File: src/rtl/ctrl_pkg.sv
// Shared types and constants for the OTTER multicycle control FSM: state encoding,
// RV32I opcodes and the datapath mux-select encodings.
package ctrl_pkg;

    typedef enum logic [3:0] {
        FETCH  = 4'd0,
        DECODE = 4'd1,
        EXEC_R = 4'd2,
        EXEC_I = 4'd3,
        LOAD   = 4'd4,
        STORE  = 4'd5,
        BRANCH = 4'd6,
        JAL    = 4'd7,
        JALR   = 4'd8,
        LUI    = 4'd9,
        AUIPC  = 4'd10,
        HALT   = 4'd11
    } state_t;

    localparam logic [6:0] OP_RTYPE  = 7'b0110011;
    localparam logic [6:0] OP_ITYPE  = 7'b0010011;
    localparam logic [6:0] OP_LOAD   = 7'b0000011;
    localparam logic [6:0] OP_STORE  = 7'b0100011;
    localparam logic [6:0] OP_BRANCH = 7'b1100011;
    localparam logic [6:0] OP_JAL    = 7'b1101111;
    localparam logic [6:0] OP_JALR   = 7'b1100111;
    localparam logic [6:0] OP_LUI    = 7'b0110111;
    localparam logic [6:0] OP_AUIPC  = 7'b0010111;

    typedef enum logic {
        ADDR_PC  = 1'b0,
        ADDR_ALU = 1'b1
    } addr_src_t;

    typedef enum logic [1:0] {
        REG_PC  = 2'd0,
        REG_ALU = 2'd1,
        REG_MEM = 2'd2
    } reg_src_t;

    typedef enum logic [2:0] {
        IMM_I = 3'd0,
        IMM_S = 3'd1,
        IMM_B = 3'd2,
        IMM_U = 3'd3,
        IMM_J = 3'd4
    } immed_src_t;

    typedef enum logic [1:0] {
        A_CURR_PC = 2'd0,
        A_OLD_PC  = 2'd1,
        A_RS1     = 2'd2,
        A_ZERO    = 2'd3
    } alu_src_a_t;

    typedef enum logic [1:0] {
        B_RS2   = 2'd0,
        B_IMMED = 2'd1,
        B_FOUR  = 2'd2
    } alu_src_b_t;

    localparam logic [3:0] ALU_ADD  = 4'b0000;
    localparam logic [2:0] F3_SHR   = 3'b101;
    localparam logic [1:0] SZ_WORD  = 2'b10;

endpackage

File: src/rtl/ctrl_decode.sv
// Combinational instruction decode: opcode to execute state, func3/f7b5 to ALU op.
module ctrl_decode
    import ctrl_pkg::*;
(
    input  logic [6:0] opcode,
    input  logic [2:0] func3,
    input  logic       f7b5,
    output state_t     next_exec,
    output logic [3:0] alu_op
);

    always_comb begin
        next_exec = HALT;
        alu_op    = ALU_ADD;
        case (opcode)
            OP_RTYPE: begin
                next_exec = EXEC_R;
                alu_op    = {f7b5, func3};
            end
            OP_ITYPE: begin
                next_exec = EXEC_I;
                // inst[30] is immediate data except for the shift-right pair
                alu_op    = {(func3 == F3_SHR) & f7b5, func3};
            end
            OP_LOAD:   next_exec = LOAD;
            OP_STORE:  next_exec = STORE;
            OP_BRANCH: next_exec = BRANCH;
            OP_JAL:    next_exec = JAL;
            OP_JALR:   next_exec = JALR;
            OP_LUI:    next_exec = LUI;
            OP_AUIPC:  next_exec = AUIPC;
            default:   next_exec = HALT;
        endcase
    end

endmodule

File: src/rtl/mc_ctrl_fsm.sv
// Multicycle RV32I control FSM for the OTTER datapath, including the memory handshake.
// CTRL_MEM_WAIT_EN defined: honour mem_ready wait states; undefined: single-cycle memory.
//
// state  | meaning
// FETCH  | read instruction at PC, PC += 4 on ack
// DECODE | dispatch on opcode
// EXEC_R | register-register ALU op, write rd
// EXEC_I | register-immediate ALU op, write rd
// LOAD   | read at rs1+imm, write rd on ack
// STORE  | write at rs1+imm, hold until ack
// BRANCH | conditional PC load to old_pc+imm
// JAL    | PC = old_pc+imm, rd = pc
// JALR   | PC = rs1+imm, rd = pc
// LUI    | rd = imm
// AUIPC  | rd = old_pc+imm
// HALT   | stopped, leaves only through rst
module mc_ctrl_fsm
    import ctrl_pkg::*;
#(
    parameter bit RESET_HALT = 1'b0
) (
    input  logic        clk,
    input  logic        rst,
    input  logic [31:0] inst,
    input  logic        mem_ready,
    output logic        pcUpdate,
    output logic        enBranch,
    output logic        irWrite,
    output logic        addrSrc,
    output logic [1:0]  regSrc,
    output logic        regWrite,
    output logic [2:0]  immedSrc,
    output logic [1:0]  aluSrcA,
    output logic [1:0]  aluSrcB,
    output logic [3:0]  aluOp,
    output logic        mem_rd,
    output logic        mem_wr,
    output logic [1:0]  mem_size,
    output logic        retire,
    output logic        halt
);

    state_t     state;
    state_t     exec_state;
    logic [3:0] dec_alu_op;
    logic       mem_ok;
    logic       rst_q;
    logic       unused_inst;

    assign unused_inst = ^{inst[31], inst[29:15], inst[11:7]};

`ifdef CTRL_MEM_WAIT_EN
    assign mem_ok = mem_ready;
`else
    logic unused_mem_ready;
    assign unused_mem_ready = mem_ready;
    assign mem_ok           = 1'b1;
`endif

    ctrl_decode u_decode (
        .opcode    (inst[6:0]),
        .func3     (inst[14:12]),
        .f7b5      (inst[30]),
        .next_exec (exec_state),
        .alu_op    (dec_alu_op)
    );

    always_ff @(posedge clk) begin
        rst_q <= rst;
        if (rst) begin
            // Bring-up mode: a fresh reset parks in HALT, a second pulse releases to FETCH
            if (!RESET_HALT)
                state <= FETCH;
            else if (!rst_q)
                state <= (state == HALT) ? FETCH : HALT;
        end else begin
            case (state)
                FETCH:       if (mem_ok) state <= DECODE;
                DECODE:      state <= exec_state;
                LOAD, STORE: if (mem_ok) state <= FETCH;
                HALT:        state <= HALT;
                default:     state <= FETCH;
            endcase
        end
    end

    always_comb begin
        pcUpdate = 1'b0;
        enBranch = 1'b0;
        irWrite  = 1'b0;
        addrSrc  = ADDR_PC;
        regSrc   = REG_PC;
        regWrite = 1'b0;
        immedSrc = IMM_I;
        aluSrcA  = A_CURR_PC;
        aluSrcB  = B_RS2;
        aluOp    = ALU_ADD;
        mem_rd   = 1'b0;
        mem_wr   = 1'b0;
        mem_size = rst ? 2'b00 : SZ_WORD;
        retire   = 1'b0;
        halt     = 1'b0;
        if (!rst) begin
            case (state)
                FETCH: begin
                    mem_rd   = 1'b1;
                    aluSrcB  = B_FOUR;
                    irWrite  = mem_ok;
                    pcUpdate = mem_ok;
                end
                EXEC_R: begin
                    aluSrcA  = A_RS1;
                    aluOp    = dec_alu_op;
                    regSrc   = REG_ALU;
                    regWrite = 1'b1;
                    retire   = 1'b1;
                end
                EXEC_I: begin
                    aluSrcA  = A_RS1;
                    aluSrcB  = B_IMMED;
                    aluOp    = dec_alu_op;
                    regSrc   = REG_ALU;
                    regWrite = 1'b1;
                    retire   = 1'b1;
                end
                LOAD: begin
                    aluSrcA  = A_RS1;
                    aluSrcB  = B_IMMED;
                    addrSrc  = ADDR_ALU;
                    mem_rd   = 1'b1;
                    mem_size = inst[13:12];
                    regSrc   = mem_ok ? REG_MEM : REG_PC;
                    regWrite = mem_ok;
                    retire   = mem_ok;
                end
                STORE: begin
                    aluSrcA  = A_RS1;
                    aluSrcB  = B_IMMED;
                    immedSrc = IMM_S;
                    addrSrc  = ADDR_ALU;
                    mem_wr   = 1'b1;
                    mem_size = inst[13:12];
                    retire   = mem_ok;
                end
                BRANCH: begin
                    aluSrcA  = A_OLD_PC;
                    aluSrcB  = B_IMMED;
                    immedSrc = IMM_B;
                    enBranch = 1'b1;
                    retire   = 1'b1;
                end
                JAL, JALR: begin
                    aluSrcA  = (state == JAL) ? A_OLD_PC : A_RS1;
                    aluSrcB  = B_IMMED;
                    immedSrc = (state == JAL) ? IMM_J : IMM_I;
                    pcUpdate = 1'b1;
                    regSrc   = REG_PC;
                    regWrite = 1'b1;
                    retire   = 1'b1;
                end
                LUI, AUIPC: begin
                    aluSrcA  = (state == LUI) ? A_ZERO : A_OLD_PC;
                    aluSrcB  = B_IMMED;
                    immedSrc = IMM_U;
                    regSrc   = REG_ALU;
                    regWrite = 1'b1;
                    retire   = 1'b1;
                end
                HALT:    halt = 1'b1;
                default: ;
            endcase
        end
    end

endmodule

File: config.mk
export PLATFORM = sky130hd
export DESIGN_NAME = mc_ctrl_fsm
export DESIGN_NICKNAME = d
export VERILOG_FILES = /design/src/rtl/ctrl_pkg.sv /design/src/rtl/ctrl_decode.sv /design/src/rtl/mc_ctrl_fsm.sv
export SDC_FILE = /design/constraint.sdc
export NUM_CORES = 1
export LEC_CHECK = 0
export ABC_AREA = 1
export BUFFER_PORTS_ARGS = -buffer_cell sky130_fd_sc_hd__buf_4
export CAP_MARGIN = 40
export CORE_MARGIN = 5
export CORE_UTILIZATION = 33
export CTS_CLUSTER_DIAMETER = 60
export DETAILED_ROUTE_END_ITERATION = 8
export GPL_ROUTABILITY_DRIVEN = 1
export MAX_ROUTING_LAYER = met4
export PLACE_DENSITY_LB_ADDON = 0.15
export SETUP_SLACK_MARGIN = 0.02
export SKIP_CTS_REPAIR_TIMING = 1
export SLEW_MARGIN = 20
export SYNTH_ARGS = -nofsm -noshare
export SYNTH_HDL_FRONTEND = slang
export SYNTH_SLANG_ARGS = --single-unit
export TNS_END_PERCENT = 20
File: constraint.sdc
create_clock -name clk -period 1.6 [get_ports clk]
set_input_delay 0.48 -clock clk [delete_from_list [all_inputs] [get_ports clk]]
set_output_delay 0.48 -clock clk [all_outputs]
set_load 0.005 [all_outputs]
# Word-level counts from Yosys, hierarchy flattened
# Cells that the tools add are included.
classes:
  n_reduce_logical: 12
  bitwise_logic: 1
  n_mux: 37
  n_eq_ne: 21
ops:
  columns: ["cell", "count"]
  rows:
  - ["4-bit case mux with 9 select lines", 1]
  - ["7-bit by 6-bit equality test with 1-bit output, second input constant", 3]
  - ["7-bit equality test, second input constant", 3]
  - ["1-bit two-way mux", 18]
  - ["4-bit by 3-bit equality test with 1-bit output, second input constant", 4]
  - ["4-bit equality test, second input constant", 4]
  - ["2-bit two-way mux", 8]
  - ["7-bit by 5-bit equality test with 1-bit output, second input constant", 2]
  - ["3-bit case mux with 4 select lines", 1]
  - ["4-bit case mux with 3 select lines", 1]
  - ["2-bit OR reduction", 5]
  - ["9-bit OR reduction", 1]
  - ["4-bit by 2-bit equality test with 1-bit output, second input constant", 2]
  - ["4-bit two-way mux", 2]
  - ["2-bit case mux with 2 select lines", 2]
  - ["2-bit case mux with 4 select lines", 1]
  - ["4-bit case mux with 2 select lines", 1]
  - ["4-bit OR reduction", 2]
  - ["8-bit OR reduction", 1]
  - ["7-bit by 2-bit equality test with 1-bit output, second input constant", 1]
  - ["7-bit OR reduction", 1]
  - ["3-bit two-way mux", 2]
  - ["4-bit by 1-bit equality test with 1-bit output, second input constant", 1]
  - ["4-bit zero test", 1]
  - ["3 further kinds", 3]
word_totals:
  word_cells: 72
  in_bits: 35
  reg_bits: 4
  output_inout_bits: 24

# Depth between registers and ports, before layout
# Gate-level depths: netlist (run 1).
logic_depth:
  ltp_word: 5
  depth_mapped: 10
  depth_no_buf: 10

# By module
# A second synthesis (run 1) with hierarchy kept.
unflattened:
  cells_unflattened: 145
  area_unflattened_um2: 718.2
by_module_without_submodules:
  columns: ["module", "cells_each", "instances", "area_each_um2"]
  rows:
  - ["mc_ctrl_fsm", 89, 1, 480.5]
  - ["ctrl_decode", 56, 1, 237.7]

# Worst setup path before layout (run 1)
# Ideal clock, no wire load.
synth_timing:
  kind: "input to output"
  from: "input port inst[1]"
  to: "output port aluOp[0]"
  arrival_time_ps: 1205
  n_path_buf: 0
  path_slack_ps: -85
  cell_stages: 6
  path_cell_list: "nand2_1 nor2_4 inv_1 nor2_1 nand4_1 nor2_1"
synth_via:
  elab_chain_cells: 4
  elab_cells_between_ends: 5
  cone_classes: "eq/ne (2); mux (3)"
synth_lines:
  columns: ["item", "line_no", "source"]
  rows:
  - ["from (decl)", "mc_ctrl_fsm.sv:24", "input logic [31:0] inst,"]
  - ["7-bit by 5-bit equality test with 1-bit output or 7-bit by 6-bit equality test with 1-bit output (tied branches)", "ctrl_decode.sv:15", "case (opcode)"]
  - ["4-bit case mux with 2 select lines (*)", "ctrl_decode.sv:15", null]
  - ["4-bit two-way mux (*)", "mc_ctrl_fsm.sv:104", "case (state)"]
  - ["4-bit two-way mux (*)", "mc_ctrl_fsm.sv:103", "if (!rst) begin"]
  - ["to (decl)", "mc_ctrl_fsm.sv:35", "output logic [3:0] aluOp,"]
# Every way passes the cells marked *; elsewhere a longest branch is shown, timed or not.

# Worst setup path in the final report (run 1)
layout_timing:
  from: "register state[2]"
  to: "output port aluSrcB[0]"
layout_via:
  elab_chain_cells: 4
  elab_cells_between_ends: 12
  cone_classes: "eq/ne (8); mux (2); reduce/logical (2)"
layout_lines:
  columns: ["item", "line_no", "source"]
  rows:
  - ["from (decl)", "mc_ctrl_fsm.sv:43", "state_t state;"]
  - ["from (signal assigned)", "mc_ctrl_fsm.sv:75", "state <= (state == HALT) ? FETCH : HALT;"]
  - ["from (signal assigned)", "mc_ctrl_fsm.sv:79", "DECODE: state <= exec_state;"]
  - ["4-bit by 3-bit equality test with 1-bit output, or another cell as far along", "mc_ctrl_fsm.sv:104", null]
  - ["8-bit OR reduction (no line)", null, null]
  - ["2-bit case mux with 2 select lines (*)", "mc_ctrl_fsm.sv:104", null]
  - ["2-bit two-way mux (*)", "mc_ctrl_fsm.sv:103", null]
  - ["to (decl)", "mc_ctrl_fsm.sv:34", "output logic [1:0] aluSrcB,"]
# Marks and branches as above.

==> results of run 1 <==
[power groups by stage]
stage	logic (mW)	registers [mW]	clock network, mW
floorplan	0.275	0.159	0
global placement	0.524	0.159	0
detailed placement	0.530	0.161	0
CTS	0.532	0.160	0.129
global route	0.662	0.181	0.137
finish	0.601	0.177	0.122
[cells in the mapped netlist, drive strengths merged]
library cell	count	area [µm²]
o21ai	5	28.8
buf	2	12.5
dfxtp	4	80.1
nand2	31	126
nor2	32	145
nor3	6	30.0
clkbuf	1	3.75
inv	23	86.3
nand3	7	35.0
a31oi	4	25.0
nand4	2	12.5
a21oi	13	68.8
[logic make-up (layout without fill, tap and decap cells)]
logic type             count (synthesis)  count (layout)  synth area share [%]
flip-flops                             4               4                  12.2
buffers and inverters                 26              85                  15.7
AND/OR/NAND/NOR                       78              78                  53.3
AO/OA/AOI/OAI                         22              22                  18.7
[how the worst max path moves through the flow]
stage	startpoint	end	slack [ns]	depth (start not counted)
finish	state[2]	aluSrcB[0]	-0.28	9
global route	state[2]	aluSrcB[0]	-0.38	9
CTS	inst[3]	aluOp[2]	-0.31	9
detailed placement	inst[3]	aluOp[2]	-0.31	9
global placement	inst[3]	aluOp[0]	-0.29	9
floorplan	inst[3]	aluOp[0]	-0.03	7
[critical path, cell delays in order (launching register included)]
cell and delay, ns:
dfxtp_2 0.34, inv_2 0.05, nor2_4 0.11, inv_2 0.07, nor2_4 0.12, a21oi_2 0.05, nand2_1 0.09, inv_2 0.05
a31oi_1 0.16, buf_4 0.13
[layout make-up]
| cell class | instances | area (µm²) | share of cell area (%) |
|---|---|---|---|
| Multi-Input combinational cell | 100 | 561 | 43.7 |
| Timing Repair Buffer | 59 | 470 | 36.6 |
| Sequential cell | 4 | 85.1 | 6.63 |
| Clock buffer | 3 | 22.5 | 1.75 |
| Inverter | 23 | 111 | 8.67 |
| Tap cell | 27 | 33.8 | 2.63 |
[metal layers]
layer / wire length (µm) / track usage, %
met5: 0 / -
met4: 8 / 6.22
met1: 959 / 18.0
met3: 132 / 2.45
met2: 1080 / 24.7
[cells in the final DEF, fill, tap and decap left out, types with 3 or more instances in the layout]
master and instances:
o21ai_0 3, dfxtp_2 4, inv_1 14, nand2_1 26
inv_2 7, buf_4 56, a21oi_1 10, clkbuf_4 3
nor3_1 3, a31oi_1 3, a21oi_2 3, nand2_2 3
nor2_2 3, nor2_1 23, nand3_1 6, nor2_4 6
[per-stage QoR]
stage	area (µm²)	worst slack, ns	cells	TNS, ns	hold WS [ns]
after floorplan	687	-0.0275	130	-0.0705	0.573
after global placement	1140	-0.290	210	-1.21	0.642
after detailed placement	1140	-0.310	210	-1.30	0.644
after CTS	1160	-0.314	213	-4.48	0.588
after global routing	1280	-0.381	216	-5.82	0.624
final	1280	-0.281	216	-3.51	0.616
==> flow_summary.json, run 1 <==
{
  "status": "complete, but fails checks",
  "violations": "negative setup slack",
  "vdd_drop_max_mv": 0.509,
  "die_w_um": 54.5,
  "p_leak_nw": 0.656,
  "combPwrFrac_pct": 66.8,
  "hold_depth": 3,
  "power_switching_mw": 0.392,
  "drc": 0,
  "top_level_ports": 59,
  "netlist_area_um2": 654,
  "tightest_slew_ns": 0.405,
  "drive_gt1_share_pct": 51.9,
  "max_cap_viol_count": 0,
  "rr_startpoint": "state[1]",
  "tritoncts": "done",
  "finalClockSkew_ns": 0.00166,
  "fill_cells": 174,
  "regMostFlops": "state",
  "min-delay-start": "rst",
  "netlist_instances": 130,
  "synth_seq_area_share_pct": 12.2,
  "critPathRequiredTime_ns": 1.12,
  "fin_ws_ns": -0.281,
  "firstDrtPassIters": 4,
  "hpwl_um": 1780,
  "grt_use_total_pct": 15.0,
  "total_power_mw": 0.901,
  "reg2reg_depth": 5,
  "overflow": 0,
  "fmax_ghz": 0.532,
  "utilization_pct": 66.8,
  "clockPowerShare_pct": 13.6,
  "detail_route.wl_per_cell_um": 10.1,
  "die_h_um": 54.5,
  "whs_endpoint": "state[1]",
  "reg2reg_slack_ns": 0.42,
  "cp.arrival_ns": 1.40,
  "internal_power_mw": 0.509,
  "avgSynthCellArea_um2": 5.03,
  "swShare_pct": 43.5,
  "yosysWarningCount": 0,
  "initial_core_util_pct": 34.0,
  "final_nets": 226,
  "grt_max_degree": 14,
  "clk_latency_ns": 0.23,
  "clk_path_buf_depth": 2,
  "dieArea_um2": 2970,
  "grt_pass1_vias": 894,
  "synth_cell_types": 20,
  "hold_class": "primary input to flop",
  "drv_slew": 0,
  "p_seq_share_pct": 19.7,
  "cts_buffers": 3,
  "path_max_fanout": 4,
  "start_kind": "flop",
  "finalCritPeriodShare_pct": 118,
  "vias": 1011,
  "powerDensity_nw_per_um2": 702,
  "ys_seq_elements": 4,
  "portBuffers": 36,
  "setup_viol": 20,
  "hold_viol_final": 0,
  "drt_iter0_drc": 19,
  "core_um2": 1920,
  "clock-sinks": 4,
  "rr_endpoint": "state[3]",
  "slew_headroom_pct": 72.8,
  "via_per_inst": 4.68,
  "biggestRegsByFlops": "state: 4 flops",
  "synth_nets": 165,
  "antenna_left": 0,
  "period_minus_slack_ns": 1.88,
  "grt_setup_unrepaired": "yes",
  "synthToLayoutAreaGrowth_pct": 96.2,
  "wirelength_um": 2180,
  "gp_congestion": 0.796,
  "clock-root-buffer": "clkbuf_4",
  "grt_first_pass_wirelength_um": 3280,
  "largest_reg_flops": 4,
  "end_kind": "output pin",
  "clk_pin_slew_ns": 0.04,
  "rows": 16,
  "htreeDepth": 1,
  "n_antenna_cell": 0,
  "antenna_found_initial": 0,
  "critPathKind": "flop to output pin"
}
No activity file was read; power rests on OpenSTA's default activity.
==> run 2, diff against run 1 <==
- MAX_ROUTING_LAYER: met4 -> default
==> run 2 against run 1 <==
The flow still finishes with violations (negative setup slack); worst setup slack is essentially flat; sequential power about the same; first-iteration DRC count rose by 5.3%; final area is the same; wire length barely moved; maximum frequency about the same; die area stayed put; worst hold slack got worse by 0.00088 ns; clock skew about the same; utilization stayed put; critical path depth is the same; critical endpoint unchanged; largest cell class unchanged.
==> flow_summary.json, run 2 (same netlist as run 1, synthesis figures left out) <==
{
  "antenna_left": 0,
  "final_nets": 226,
  "cts_buffers": 3,
  "grt_use_total_pct": 14.6,
  "grt_max_degree": 14,
  "finalCritPeriodShare_pct": 118,
  "rows": 16,
  "biggestRegsByFlops": "state: 4 flops",
  "critPathRequiredTime_ns": 1.12,
  "status": "complete, but fails checks",
  "dieArea_um2": 2970,
  "clk_pin_slew_ns": 0.04,
  "crit_chain": "inv_2 > nor2_4 > inv_2 > nor2_4 > a21oi_2 > nand2_1 > inv_2 > a31oi_1 > buf_4",
  "fin_hold_ws_ns": 0.615,
  "hold_viol_final": 0,
  "core_um2": 1920,
  "tightest_slew_ns": 0.405,
  "tns_ns": -3.52,
  "powerDensity_nw_per_um2": 702,
  "synthToLayoutAreaGrowth_pct": 96.2,
  "via_per_inst": 4.69,
  "grt_pass1_vias": 895,
  "total_power_mw": 0.901,
  "drt_iter0_drc": 20,
  "overflow": 0,
  "slew_headroom_pct": 72.8,
  "fmax_ghz": 0.532,
  "start_kind": "flop",
  "p_leak_nw": 0.656,
  "final_common_cell": "buf_4",
  "cp.arrival_ns": 1.40,
  "cp_common_cell": "inv_2",
  "period_minus_slack_ns": 1.88,
  "violations": "negative setup slack",
  "slowest_delay_ns": 0.34,
  "tritoncts": "done",
  "path_max_fanout": 4,
  "clock-root-buffer": "clkbuf_4",
  "hpwl_um": 1780,
  "utilization_pct": 66.8,
  "drv_slew": 0,
  "largest_reg_flops": 4,
  "grt_first_pass_wirelength_um": 3280,
  "wirelength_um": 2180,
  "vias": 1012,
  "vdd_drop_max_mv": 0.510,
  "max_cap_viol_count": 0,
  "regMostFlops": "state",
  "clk_path_buf_depth": 2,
  "detail_route.wl_per_cell_um": 10.1,
  "clk_latency_ns": 0.23,
  "die_w_um": 54.5,
  "hold_class": "primary input to flop",
  "setup_viol": 20,
  "layout_common_cells": "buf_4, nand2_1, nor2_1",
  "drive_gt1_share_pct": 51.9,
  "htreeDepth": 1,
  "top_level_ports": 59,
  "n_antenna_cell": 0,
  "die_h_um": 54.5,
  "critPathSlowestCell": "dfxtp_2",
  "drc": 0,
  "grt_setup_unrepaired": "yes",
  "end_kind": "output pin",
  "fin_ws_ns": -0.281,
  "antenna_found_initial": 0,
  "initial_core_util_pct": 34.0,
  "clock-sinks": 4,
  "gp_congestion": 0.785,
  "critPathKind": "flop to output pin",
  "finalClockSkew_ns": 0.00176,
  "portBuffers": 36,
  "firstDrtPassIters": 4
}
## run 2: layout make-up
cell class | count | area (µm²)
flip-flops and latches | 4 | 85.1
inverters | 23 | 111
well taps | 27 | 33.8
repair buffers | 59 | 470
fillers | 174 | 638
multi-input cells | 100 | 561
clock buffers | 3 | 22.5
## run 2: final timing paths
| kind | start | to | slack, ns | cells past startpoint |
|---|---|---|---|---|
| worst min-delay path | rst | state[1] | 0.62 | 3 |
| worst max register to register | state[1] | state[3] | 0.42 | 5 |
| worst max-delay path | state[2] | aluSrcB[0] | -0.28 | 9 |
| worst min register to register | state[3] | state[2] | 0.64 | 3 |
## run 2: per-stage QoR
stage / cell area [µm²] / setup WS (ns) / instances
after global placement: 1140 / -0.290 / 210
after global routing: 1280 / -0.381 / 216
after detailed placement: 1140 / -0.310 / 210
final: 1280 / -0.281 / 216
after floorplan: 687 / -0.0275 / 130
after CTS: 1160 / -0.314 / 213
## run 2: power by group
| part | switching (mW) | internal (mW) |
|---|---|---|
| clock | 0.0387 | 0.0837 |
| combinational | 0.310 | 0.291 |
| sequential | 0.0429 | 0.134 |
| total | 0.392 | 0.509 |
## run 2: metal layers
metal	vias up	part of all wire, %	track usage (%)
met3	2	6.1	2.45
li1	531	-	-
met5	-	0	0
met4	0	0.37	6.22
met2	28	49	24.7
met1	451	44	18.0
## run 2: worst max-delay path: cells and delay by family, from the launching register on
kind | cells | cell delay (ns)
flops | 1 | 0.34
simple gates | 3 | 0.32
buf+inv | 4 | 0.30
compound gates | 2 | 0.21
==> run 3, diff against run 2 <==
==> constraint.sdc (replaced) <==
create_clock -name clk -period 1.6 [get_ports clk]
set_input_delay 0.48 -clock clk [delete_from_list [all_inputs] [get_ports clk]]
set_output_delay 0.48 -clock clk [all_outputs]
set_load 0.01 [all_outputs]
==> run 3 against run 2 <==
Maximum frequency is 1.4% lower; final area is 0.59% lower; die area stayed put; highest routed layer unchanged; count of clock-buffer cells in the layout stayed put; the run still ends with negative setup slack left; worst hold slack worse by 0.076 ns; first-iteration DRC count is 55% lower; critical path type is now primary input to output pin; clock power is 7% higher.
==> flow_summary.json, run 3 (same netlist as run 1, synthesis figures left out) <==
{
  "tritoncts": "done",
  "hold_class": "primary input to flop",
  "grt_setup_unrepaired": "yes",
  "rr_startpoint": "state[3]",
  "whs_endpoint": "state[1]",
  "clock-sinks": 4,
  "design_area_um2": 1280,
  "die_w_um": 54.5,
  "vdd_drop_max_mv": 0.745,
  "grt_pass1_vias": 853,
  "powerDensity_nw_per_um2": 718,
  "wirelength_um": 2210,
  "detail_route.wl_per_cell_um": 10.0,
  "crit_chain": "buf_6 > inv_4 > nand2_4 > nor2_4 > inv_2 > nor2_4 > nand4_1 > nor2_1 > buf_4",
  "drive_gt1_share_pct": 54.1,
  "end_kind": "output pin",
  "p_leak_nw": 0.670,
  "antenna_left": 0,
  "use_met2_pct": 26.1,
  "top_level_ports": 59,
  "via_per_inst": 4.50,
  "fin_ws_ns": -0.307,
  "critPathRequiredTime_ns": 1.12,
  "grt.met1_usage_pct": 17.8,
  "hold_viol_final": 0,
  "slew_headroom_pct": 75.4,
  "min-delay-start": "rst",
  "portBuffers": 36,
  "grt_first_pass_wirelength_um": 3310,
  "max_cap_viol_count": 0,
  "dpl_cell_area_um2": 1120,
  "clk_pin_slew_ns": 0.04,
  "grt_use_total_pct": 14.6,
  "rr_endpoint": "state[3]",
  "htreeDepth": 1,
  "hold_depth": 3,
  "initial_core_util_pct": 34.0,
  "path_max_fanout": 4,
  "fmax_ghz": 0.524,
  "drv_slew": 0,
  "setup_viol": 24,
  "reg2reg_slack_ns": 0.38,
  "largest_reg_flops": 4,
  "period_minus_slack_ns": 1.91,
  "gp_congestion": 0.797,
  "core_um2": 1920,
  "die_h_um": 54.5,
  "slowest_delay_ns": 0.19,
  "hpwl_um": 1720,
  "status": "complete, but fails checks",
  "rows": 16,
  "reg2reg_depth": 7,
  "n_antenna_cell": 0,
  "grt_util_met3_pct": 3.27,
  "critPathKind": "primary input to output pin",
  "finalClockSkew_ns": 0.00931,
  "clk_path_buf_depth": 2,
  "start_kind": "primary input",
  "vias": 995,
  "final_nets": 231,
  "dieArea_um2": 2970,
  "final_common_cell": "buf_4",
  "layout_common_cells": "buf_4, nand2_1, nor2_1",
  "grt_max_degree": 17,
  "finalCritPeriodShare_pct": 119,
  "top_usage_layer": "met2",
  "cp.arrival_ns": 1.43,
  "drc": 0,
  "cp_common_cell": "nor2_4",
  "firstDrtPassIters": 4,
  "biggestRegsByFlops": "state: 4 flops",
  "tns_ns": -4.12,
  "drt_iter0_drc": 9,
  "regMostFlops": "state",
  "clock-root-buffer": "clkbuf_4",
  "synthToLayoutAreaGrowth_pct": 95.0,
  "tightest_slew_ns": 0.366,
  "cts_buffers": 3,
  "violations": "negative setup slack",
  "clk_latency_ns": 0.24,
  "overflow": 0,
  "antenna_found_initial": 0,
  "critPathSlowestCell": "nand4_1"
}
## run 3: cell count changes in the layout (fill, tap and decap cells not counted), sizes merged
cell / delta
buf: +5
clkinv: -1
inv: +1
## run 3: critical path: cells and delay by family
kind                   cells  cell delay [ns]
buffers and inverters      4             0.34
AND/OR/NAND/NOR            5             0.61
## run 3: cell type report
cell class | count | area [µm²]
well taps | 27 | 33.8
repair buffers | 64 | 495
clock buffers | 3 | 22.5
multi-input cells | 100 | 547
fillers | 197 | 646
inverters | 23 | 93.8
flip-flops and latches | 4 | 83.8
## run 3: worst max-delay path by stage
stage | start | endpoint | slack, ns | cells after the start
finish | inst[3] | aluOp[1] | -0.31 | 9
global route | inst[3] | aluOp[1] | -0.41 | 9
CTS | inst[2] | aluOp[1] | -0.37 | 9
detailed placement | inst[2] | aluOp[1] | -0.36 | 9
global placement | inst[2] | aluOp[1] | -0.35 | 9
floorplan | inst[1] | aluOp[0] | -0.15 | 6
## run 3: metrics by stage
step | hold WS (ns) | setup slack [ns] | instances | power (mW) | utilization [%]
after floorplan | 0.573 | -0.147 | 130 | 0.460 | -
after global placement | 0.635 | -0.353 | 214 | 0.696 | 58.4
after detailed placement | 0.654 | -0.357 | 214 | 0.697 | 58.4
after CTS | 0.520 | -0.372 | 217 | 0.833 | 59.6
after global routing | 0.536 | -0.409 | 221 | 0.997 | 66.4
final | 0.540 | -0.307 | 221 | 0.916 | 66.4
## run 3: metal layers
metal / share of wire, % / vias up
li1: - / 538
met1: 41 / 427
met2: 52 / 28
met3: 6.0 / 2
met4: 0.81 / 0
met5: 0 / -
## run 3: power breakdown
| group | total (mW) | leakage, nW | switching, mW | internal, mW |
|---|---|---|---|---|
| Sequential | 0.175 | 0.0342 | 0.0432 | 0.132 |
| Clock | 0.130 | 0.0138 | 0.0460 | 0.0842 |
| Combinational | 0.611 | 0.622 | 0.331 | 0.280 |
| Total | 0.916 | 0.670 | 0.420 | 0.496 |
